## src/rtl/zacore_common_pkg.sv

```systemverilog
// Shared types for the zacore decode/issue slice: register index, scoreboard
// FSM states, the decode request bundle, and the outstanding-count width helper.
package zacore_common_pkg;

  localparam int REG_IDX_W = 5;

  typedef logic [REG_IDX_W-1:0] reg_idx_t;

  typedef enum logic {
    SB_RUN,
    SB_DRAIN
  } scoreboard_state_t;

  typedef struct packed {
    logic     valid;
    reg_idx_t rs1;
    logic     rs1_used;
    reg_idx_t rs2;
    logic     rs2_used;
    reg_idx_t rd;
    logic     rd_we;
  } sb_req_t;

  // Width needed to count every tracked register at its maximum pending count.
  function automatic int sb_out_w(input int num_regs, input int cnt_w);
    return $clog2(num_regs * ((1 << cnt_w) - 1) + 1);
  endfunction

endpackage

```

## src/rtl/zacore_pending_counter.sv

```systemverilog
// Pending-write counter for one architectural register. Saturating in both
// directions: increments are ignored when full, decrements are ignored at zero
// (the latter is a writeback protocol error and is flagged by an assertion).
module zacore_pending_counter #(
  parameter int CNT_W = 2
) (
  input  logic             i_clk,
  input  logic             i_rst,
  input  logic             i_inc,
  input  logic             i_dec,
  output logic [CNT_W-1:0] o_count,
  output logic             o_zero,
  output logic             o_full
);

  logic [CNT_W-1:0] cnt_q;
  logic [CNT_W-1:0] cnt_d;

  assign o_count = cnt_q;
  assign o_zero  = (cnt_q == '0);
  assign o_full  = (cnt_q == '1);

  // Next count: a simultaneous inc and dec cancel out.
  always_comb begin
    // NOTE: default assignment first so every path assigns cnt_d and no latch is inferred.
    cnt_d = cnt_q;
    if (i_inc && !i_dec && !o_full) begin
      cnt_d = cnt_q + 1'b1;
    end else if (i_dec && !i_inc && !o_zero) begin
      cnt_d = cnt_q - 1'b1;
    end
  end

  // Count register.
  always_ff @(posedge i_clk or posedge i_rst) begin
    // NOTE: state registers use non-blocking assignments so all flops update together at the edge.
    if (i_rst) begin
      cnt_q <= '0;
    end else begin
      cnt_q <= cnt_d;
    end
  end

  // A retire with nothing pending means writeback and issue disagree.
  retire_underflow_a : assert property (
    @(posedge i_clk) disable iff (i_rst) !(i_dec && !i_inc && o_zero)
  ) else $error("zacore_pending_counter: retire with no pending write");

endmodule

```

## src/rtl/zacore_hazard_scoreboard.sv

```systemverilog
// Decode-stage issue controller. Tracks pending register writes per register
// (x1..x31), decides issue/stall combinationally each cycle, and runs a
// RUN/DRAIN FSM that holds issue after an invalidate until all in-flight
// writes have retired.
// Optional feature: define ZACORE_SCOREBOARD_BYPASS_EN to let a same-cycle
// retire of a source register's last pending write clear its hazard.
module zacore_hazard_scoreboard
  import zacore_common_pkg::*;
#(
  parameter  int NUM_REGS = 32,
  parameter  int CNT_W    = 2,
  localparam int OUT_W    = sb_out_w(NUM_REGS, CNT_W)
) (
  input  logic             i_clk,
  input  logic             i_rst,
  input  logic             i_req_valid,
  input  reg_idx_t         i_rs1,
  input  logic             i_rs1_used,
  input  reg_idx_t         i_rs2,
  input  logic             i_rs2_used,
  input  reg_idx_t         i_rd,
  input  logic             i_rd_we,
  input  logic             i_stall,
  input  logic             i_invalidate,
  input  logic             i_wb_valid,
  input  reg_idx_t         i_wb_rd,
  output logic             o_issue,
  output logic             o_stall,
  output logic             o_draining,
  output logic [OUT_W-1:0] o_outstanding
);

  sb_req_t req;

  assign req = '{valid:    i_req_valid,
                 rs1:      i_rs1,
                 rs1_used: i_rs1_used,
                 rs2:      i_rs2,
                 rs2_used: i_rs2_used,
                 rd:       i_rd,
                 rd_we:    i_rd_we};

  // ---------------------------------------------------------------------------
  // Per-register pending counters (x0 is hardwired to "nothing pending")
  // ---------------------------------------------------------------------------
  logic [CNT_W-1:0]    cnt    [NUM_REGS];
  logic [NUM_REGS-1:0] zero_v;
  logic [NUM_REGS-1:0] full_v;
  logic                do_write;
  logic                do_retire;

  assign cnt[0]    = '0;
  assign zero_v[0] = 1'b1;
  assign full_v[0] = 1'b0;

  assign do_write  = o_issue && req.rd_we && (req.rd != '0);
  assign do_retire = i_wb_valid && (i_wb_rd != '0);

  for (genvar r = 1; r < NUM_REGS; r++) begin : g_cnt
    zacore_pending_counter #(
      .CNT_W (CNT_W)
    ) u_cnt (
      .i_clk   (i_clk),
      .i_rst   (i_rst),
      .i_inc   (do_write  && (req.rd  == REG_IDX_W'(r))),
      .i_dec   (do_retire && (i_wb_rd == REG_IDX_W'(r))),
      .o_count (cnt[r]),
      .o_zero  (zero_v[r]),
      .o_full  (full_v[r])
    );
  end

  // ---------------------------------------------------------------------------
  // Hazard detection
  // ---------------------------------------------------------------------------
  logic rs1_haz;
  logic rs2_haz;
  logic waw_full;
  logic can_issue;

  // RAW hazard per source; with bypass, the retiring last write forwards through.
  always_comb begin
    rs1_haz = req.rs1_used && (req.rs1 != '0) && !zero_v[req.rs1];
    rs2_haz = req.rs2_used && (req.rs2 != '0) && !zero_v[req.rs2];
`ifdef ZACORE_SCOREBOARD_BYPASS_EN
    if (i_wb_valid && (i_wb_rd == req.rs1) && (cnt[req.rs1] == CNT_W'(1))) begin
      rs1_haz = 1'b0;
    end
    if (i_wb_valid && (i_wb_rd == req.rs2) && (cnt[req.rs2] == CNT_W'(1))) begin
      rs2_haz = 1'b0;
    end
`endif
  end

  assign waw_full  = req.rd_we && (req.rd != '0) && full_v[req.rd];
  assign can_issue = req.valid && !rs1_haz && !rs2_haz && !waw_full && !i_stall && !i_invalidate;

  // ---------------------------------------------------------------------------
  // Total outstanding writes
  // ---------------------------------------------------------------------------
  logic [OUT_W-1:0] total_q;
  logic [OUT_W-1:0] total_d;
  logic             retire_eff;

  // A retire only counts if it actually removes a pending write (or cancels a same-cycle issue).
  assign retire_eff = do_retire &&
                      (!zero_v[i_wb_rd] || (do_write && (req.rd == i_wb_rd)));
  assign total_d    = total_q + OUT_W'(do_write) - OUT_W'(retire_eff);

  // Total counter register.
  always_ff @(posedge i_clk or posedge i_rst) begin
    if (i_rst) begin
      total_q <= '0;
    end else begin
      total_q <= total_d;
    end
  end

  assign o_outstanding = total_q;

  // ---------------------------------------------------------------------------
  // RUN/DRAIN FSM
  // ---------------------------------------------------------------------------
  scoreboard_state_t state_q;
  scoreboard_state_t state_d;

  // State register.
  always_ff @(posedge i_clk or posedge i_rst) begin
    if (i_rst) begin
      state_q <= SB_RUN;
    end else begin
      state_q <= state_d;
    end
  end

  // Next state: invalidate always (re)enters DRAIN; DRAIN exits once nothing is pending.
  always_comb begin
    state_d = state_q;
    if (i_invalidate) begin
      state_d = SB_DRAIN;
    end else if ((state_q == SB_DRAIN) && (total_q == '0)) begin
      state_d = SB_RUN;
    end
  end

  // Outputs: RUN issues when clear; DRAIN holds whatever decode presents.
  always_comb begin
    o_issue    = 1'b0;
    o_stall    = 1'b0;
    o_draining = 1'b0;
    case (state_q)
      SB_RUN: begin
        o_issue = can_issue;
        o_stall = req.valid && !can_issue;
      end
      SB_DRAIN: begin
        o_stall    = req.valid;
        o_draining = 1'b1;
      end
      default: begin
        o_stall = req.valid;
      end
    endcase
  end

endmodule

```

## config.mk

```make
export PLATFORM = sky130hd
export DESIGN_NAME = zacore_hazard_scoreboard
export DESIGN_NICKNAME = d
export VERILOG_FILES = /design/src/rtl/zacore_common_pkg.sv /design/src/rtl/zacore_pending_counter.sv /design/src/rtl/zacore_hazard_scoreboard.sv
export SDC_FILE = /design/constraint.sdc
export NUM_CORES = 1
export LEC_CHECK = 0
export ABC_AREA = 1
export BUFFER_PORTS_ARGS = -buffer_cell sky130_fd_sc_hd__buf_2
export CORE_ASPECT_RATIO = 0.6
export CORE_MARGIN = 2
export CORE_UTILIZATION = 61
export DETAILED_ROUTE_END_ITERATION = 16
export PLACE_DENSITY = 0.8
export SLEW_MARGIN = 20
export SYNTH_ARGS = -nofsm -noshare
export SYNTH_HDL_FRONTEND = slang
export SYNTH_HIERARCHICAL = 1
export SYNTH_SLANG_ARGS = --single-unit
```

## constraint.sdc

```tcl
create_clock -name i_clk -period 9.77 [get_ports i_clk]
set_input_delay 0.977 -clock i_clk [delete_from_list [all_inputs] [get_ports i_clk]]
set_output_delay 0.977 -clock i_clk [all_outputs]
set_load 0.01 [all_outputs]
```

==> results.md <==
- Of all nets on the critical path, the largest fanout is 15.
- The run finished with clean final reports.
- Across the run, the number of max-cap violations was 0.
- For the worst setup path, the data required time is 10.00 ns.
- The worst setup path is of the in -> reg kind.
- The power spent charging and discharging nets is 384 uW.
- The number of vias per cell is 5.19.
- Once layout is complete, the cells apart from fillers number 1373.
- The iteration-0 DRC count of the detailed router is 873.
- The sequential fraction of the synthesis area is 0.268.
- The number of cells in the design after placement is 1356.
- After detailed routing, the number of remaining DRC violations is 0.
- The final setup skew is 0.0119 ns.
- The switching fraction of total power is 0.359.
- The post-CTS setup buffer count is 0.
- The die extent in x is 138 um.
- TritonCTS built the clock tree.
- The first detailed-routing pass took 7 iterations.
- The number of distinct library cells after synthesis is 32.
- Dividing the final minimum period by the clock period gives 0.429.
- The standby leakage power is 0.00417 uW.
- The root buffer cell chosen for the clock tree is clkbuf_16.
- In the post-route analysis, the smallest setup slack over all paths is 5.58 ns.
- For this configuration, the core starts out at a cell density of 0.623.
- By area the synthesized netlist is led by nand2_1 28%, dfrtp_1 27%, inv_1 16%, nand3_1 7.4%, nor2_1 6.8%.
- The average cell area after synthesis is 5.46 um2.
- The internal power of the cells totals 685 uW.
- The wire length of the first global-routing pass is 30300 um.
- The area share of the leading cell type in the synthesized netlist is 0.277.
- After layout, the minimum clock period comes to 4.19 ns.
- The placed wire-length estimate is 14100 um.
- At the end of the flow, the number of nets in the layout was 1267.
- The count of nets left with antenna violations once routing finished came out at 0.
- The share of async-settable or async-resettable flops after synthesis is 1.00.
- After clock tree synthesis, the flow added hold-fix buffers numbering 0.
- The layout overhead on the synthesized area is 9.22%.
- Based on the critical path, the design can be clocked at up to 0.239 GHz.
- The maximum ir drop on the vdd rail is 0.205 mV.
- From bottom edge to top edge, the die measures 84.1 um.
- The count of H-tree levels built during CTS is 3.
- The worst setup path is launched from an input pin.
- The number of nets produced by synthesis is 1235.
- Entering global routing, the biggest net connects 33 pins.
- After detailed routing, the total wire length is 18600 um.
- The synthesized cell area is 0.00653 mm2.
- For this run, the number of Yosys warnings is 6.
- The final-report hold violation count is 0.
- The floorplan step defined a core boundary enclosing 0.0105 mm2.
- Across all layers, the routed design uses 7128 vias.
- The share of total power dissipated in the clock network is 0.345.
- The number of inserted filler cells in the final layout is 986.
- The combinational group share of total power is 0.317.
- Ranked by instance count, the synthesized netlist is headed by 482 x nand2_1, 277 x inv_1, 118 x nor2_1.
- The count of pins over their slew limit was 0.
- The register clock-pin slew on the reported worst setup and hold paths is 0.06 ns.
- The total of flip-flops plus latches after synthesis is 70.
- The CTS sink count is 70.
- The multi-input combinational cells in the finished layout cover a total of 0.00362 mm2.
- The floorplan has 29 rows.
- The cell accounting for the most synthesized area is nand2_1.
- STA classifies the critical path endpoint as a flop.
- The sequential power share is 0.338.
- Setup violations remaining at the end of the flow were counted as 0.
- The cell count after synthesis came out at 1196.
- The detail-routed net length per standard cell is 13.5 um.
- Setup repair after global routing left no endpoint under its margin.
- In the final layout, flip-flops and latches occupy 0.00175 mm2.
- The total congestion overflow after global routing is 0.
- The placement-stage cell area is 0.00679 mm2.
- The final worst hold slack is 0.535 ns.
- The worst hold path passes through 2 cells.
- In this run the tightest slew margin relative to its limit is 0.438.
- At the end of routability-driven placement, the weighted congestion stood at 1.01.
- The I/O pin total is 39.
- The number of cells on the worst reg-to-reg path is 26.
- The via count of the first global-routing pass is 6310.
- The total power per unit cell area is 150 mW/mm2.
- The all-layer global routing usage is 0.336.
- The most used flip-flop cell after synthesis is dfrtp_1.
- The fraction of final layout cells sized beyond drive strength 1 is 0.0584.
- The die footprint is 0.0116 mm2.
- The signal arrival time at the worst endpoint is 4.42 ns.
- Once the clock tree was built, the resizer swapped 0 gates to a different size.
- Summing all non-filler instances in the final layout gives an area of 0.00713 mm2.
- In the post-synthesis netlist, the cell with the most instances is nand2_1.
- The transition at the pin with the smallest max-transition slack is 0.840 ns.
- The number of buffers added by the clock tree synthesis step is 9.
- The clock latency at the later pin of the worst-skew pair is 0.35 ns.
- The buffer depth of the longest clock path is 2.
- Prior to clock tree synthesis, the placed netlist has a worst setup slack of 5.34 ns.
- The count of port buffers added during placement is 38.
- The initial antenna violation count is 0.
- The tightest min-delay check is of the reg -> reg type.
- The number of enable flip-flop cells after synthesis is 0.
- The setup TNS is 0 ns.
[critical path, stage by stage]
cell	delay, ns
buf_2	0.30
inv_2	0.19
nor2_1	0.46
nand3_1	0.12
nand2_1	0.09
nor2_1	0.04
nand2_1	0.06
nor2_1	0.04
nor2_1	0.07
nand2_1	0.06
nand2_1	0.05
nor2_1	0.05
nand2_1	0.19
nor2_4	0.06
inv_1	0.06
ha_1	0.22
inv_1	0.07
ha_1	0.14
inv_1	0.06
fa_1	0.40
o21ai_0	0.27
nand2_1	0.08
a21oi_1	0.14
nor2_1	0.07
xor2_1	0.14
[layout by cell type, fill, tap and decap left out, types with 11 or more instances in the layout]
cell type	n
nand2_1	482
o21ai_0	20
buf_2	38
dfrtp_1	70
inv_1	277
a22oi_1	11
nand3_1	97
a21oi_1	43
nor2_1	118
[routing by layer]
layer  wire length (um)  global-route usage  vias up
met2               6940               0.455      373
met5                  0              0.0171        -
met1               8760               0.495     3068
met4                415               0.100        0
li1                   -                   -     3638
met3               2440               0.121       49
[stage by stage]
stage,utilization,total power (uW)
after floorplan,-,597
after global placement,0.648,689
after detailed placement,0.648,693
after CTS,0.680,1060
after global routing,0.680,1130
final,0.680,1070
[final timing paths]
| kind | start | endpoint | slack, ns |
|---|---|---|---|
| setup reg to reg | g_cnt[18].u_cnt/o_count[0] | o_outstanding[6] | 6.09 |
| hold reg to reg | g_cnt[14].u_cnt/o_count[0] | g_cnt[14].u_cnt/o_count[0] | 0.53 |
| hold / removal | g_cnt[14].u_cnt/o_count[0] | g_cnt[14].u_cnt/o_count[0] | 0.53 |
| setup / recovery | i_rd[0] | o_outstanding[6] | 5.58 |
| min in group asynchronous | i_rst | g_cnt[17].u_cnt/o_count[1] | 0.78 |
| max in group asynchronous | i_rst | o_outstanding[3] | 8.64 |
[state kept, by name, indices dropped and copies added, names as in the netlist]
register and count:
g_cnt.u_cnt/o_count 62, o_outstanding 7, state_q 1
[cell type report]
cell class / count / area share
multi-input cells: 829 / 0.508
flip-flops and latches: 70 / 0.246
inverters: 279 / 0.147
clock buffers: 11 / 0.0354
repair buffers: 39 / 0.0277
well taps: 139 / 0.0244
clock inverters: 5 / 0.0114
diodes: 1 / 0.000351
[power groups by stage]
stage,clock [uW],combinational (uW),sequential [uW]
floorplan,0,228,369
global placement,0,324,365
detailed placement,0,327,367
CTS,371,330,362
global route,383,379,368
finish,369,339,362
[cells by family (layout without fill, tap and decap cells)]
logic type,after synthesis,after routing,synth area share
AOI/OAI and AO/OA,93,93,0.0838
and+or+nand+nor,720,720,0.443
buffers and inverters,297,334,0.177
DFF,70,70,0.268
other,0,1,0
xor gates and xnor gates,6,6,0.00805
adders and majority gates,10,10,0.0203
(Power assumes the default switching activity.)
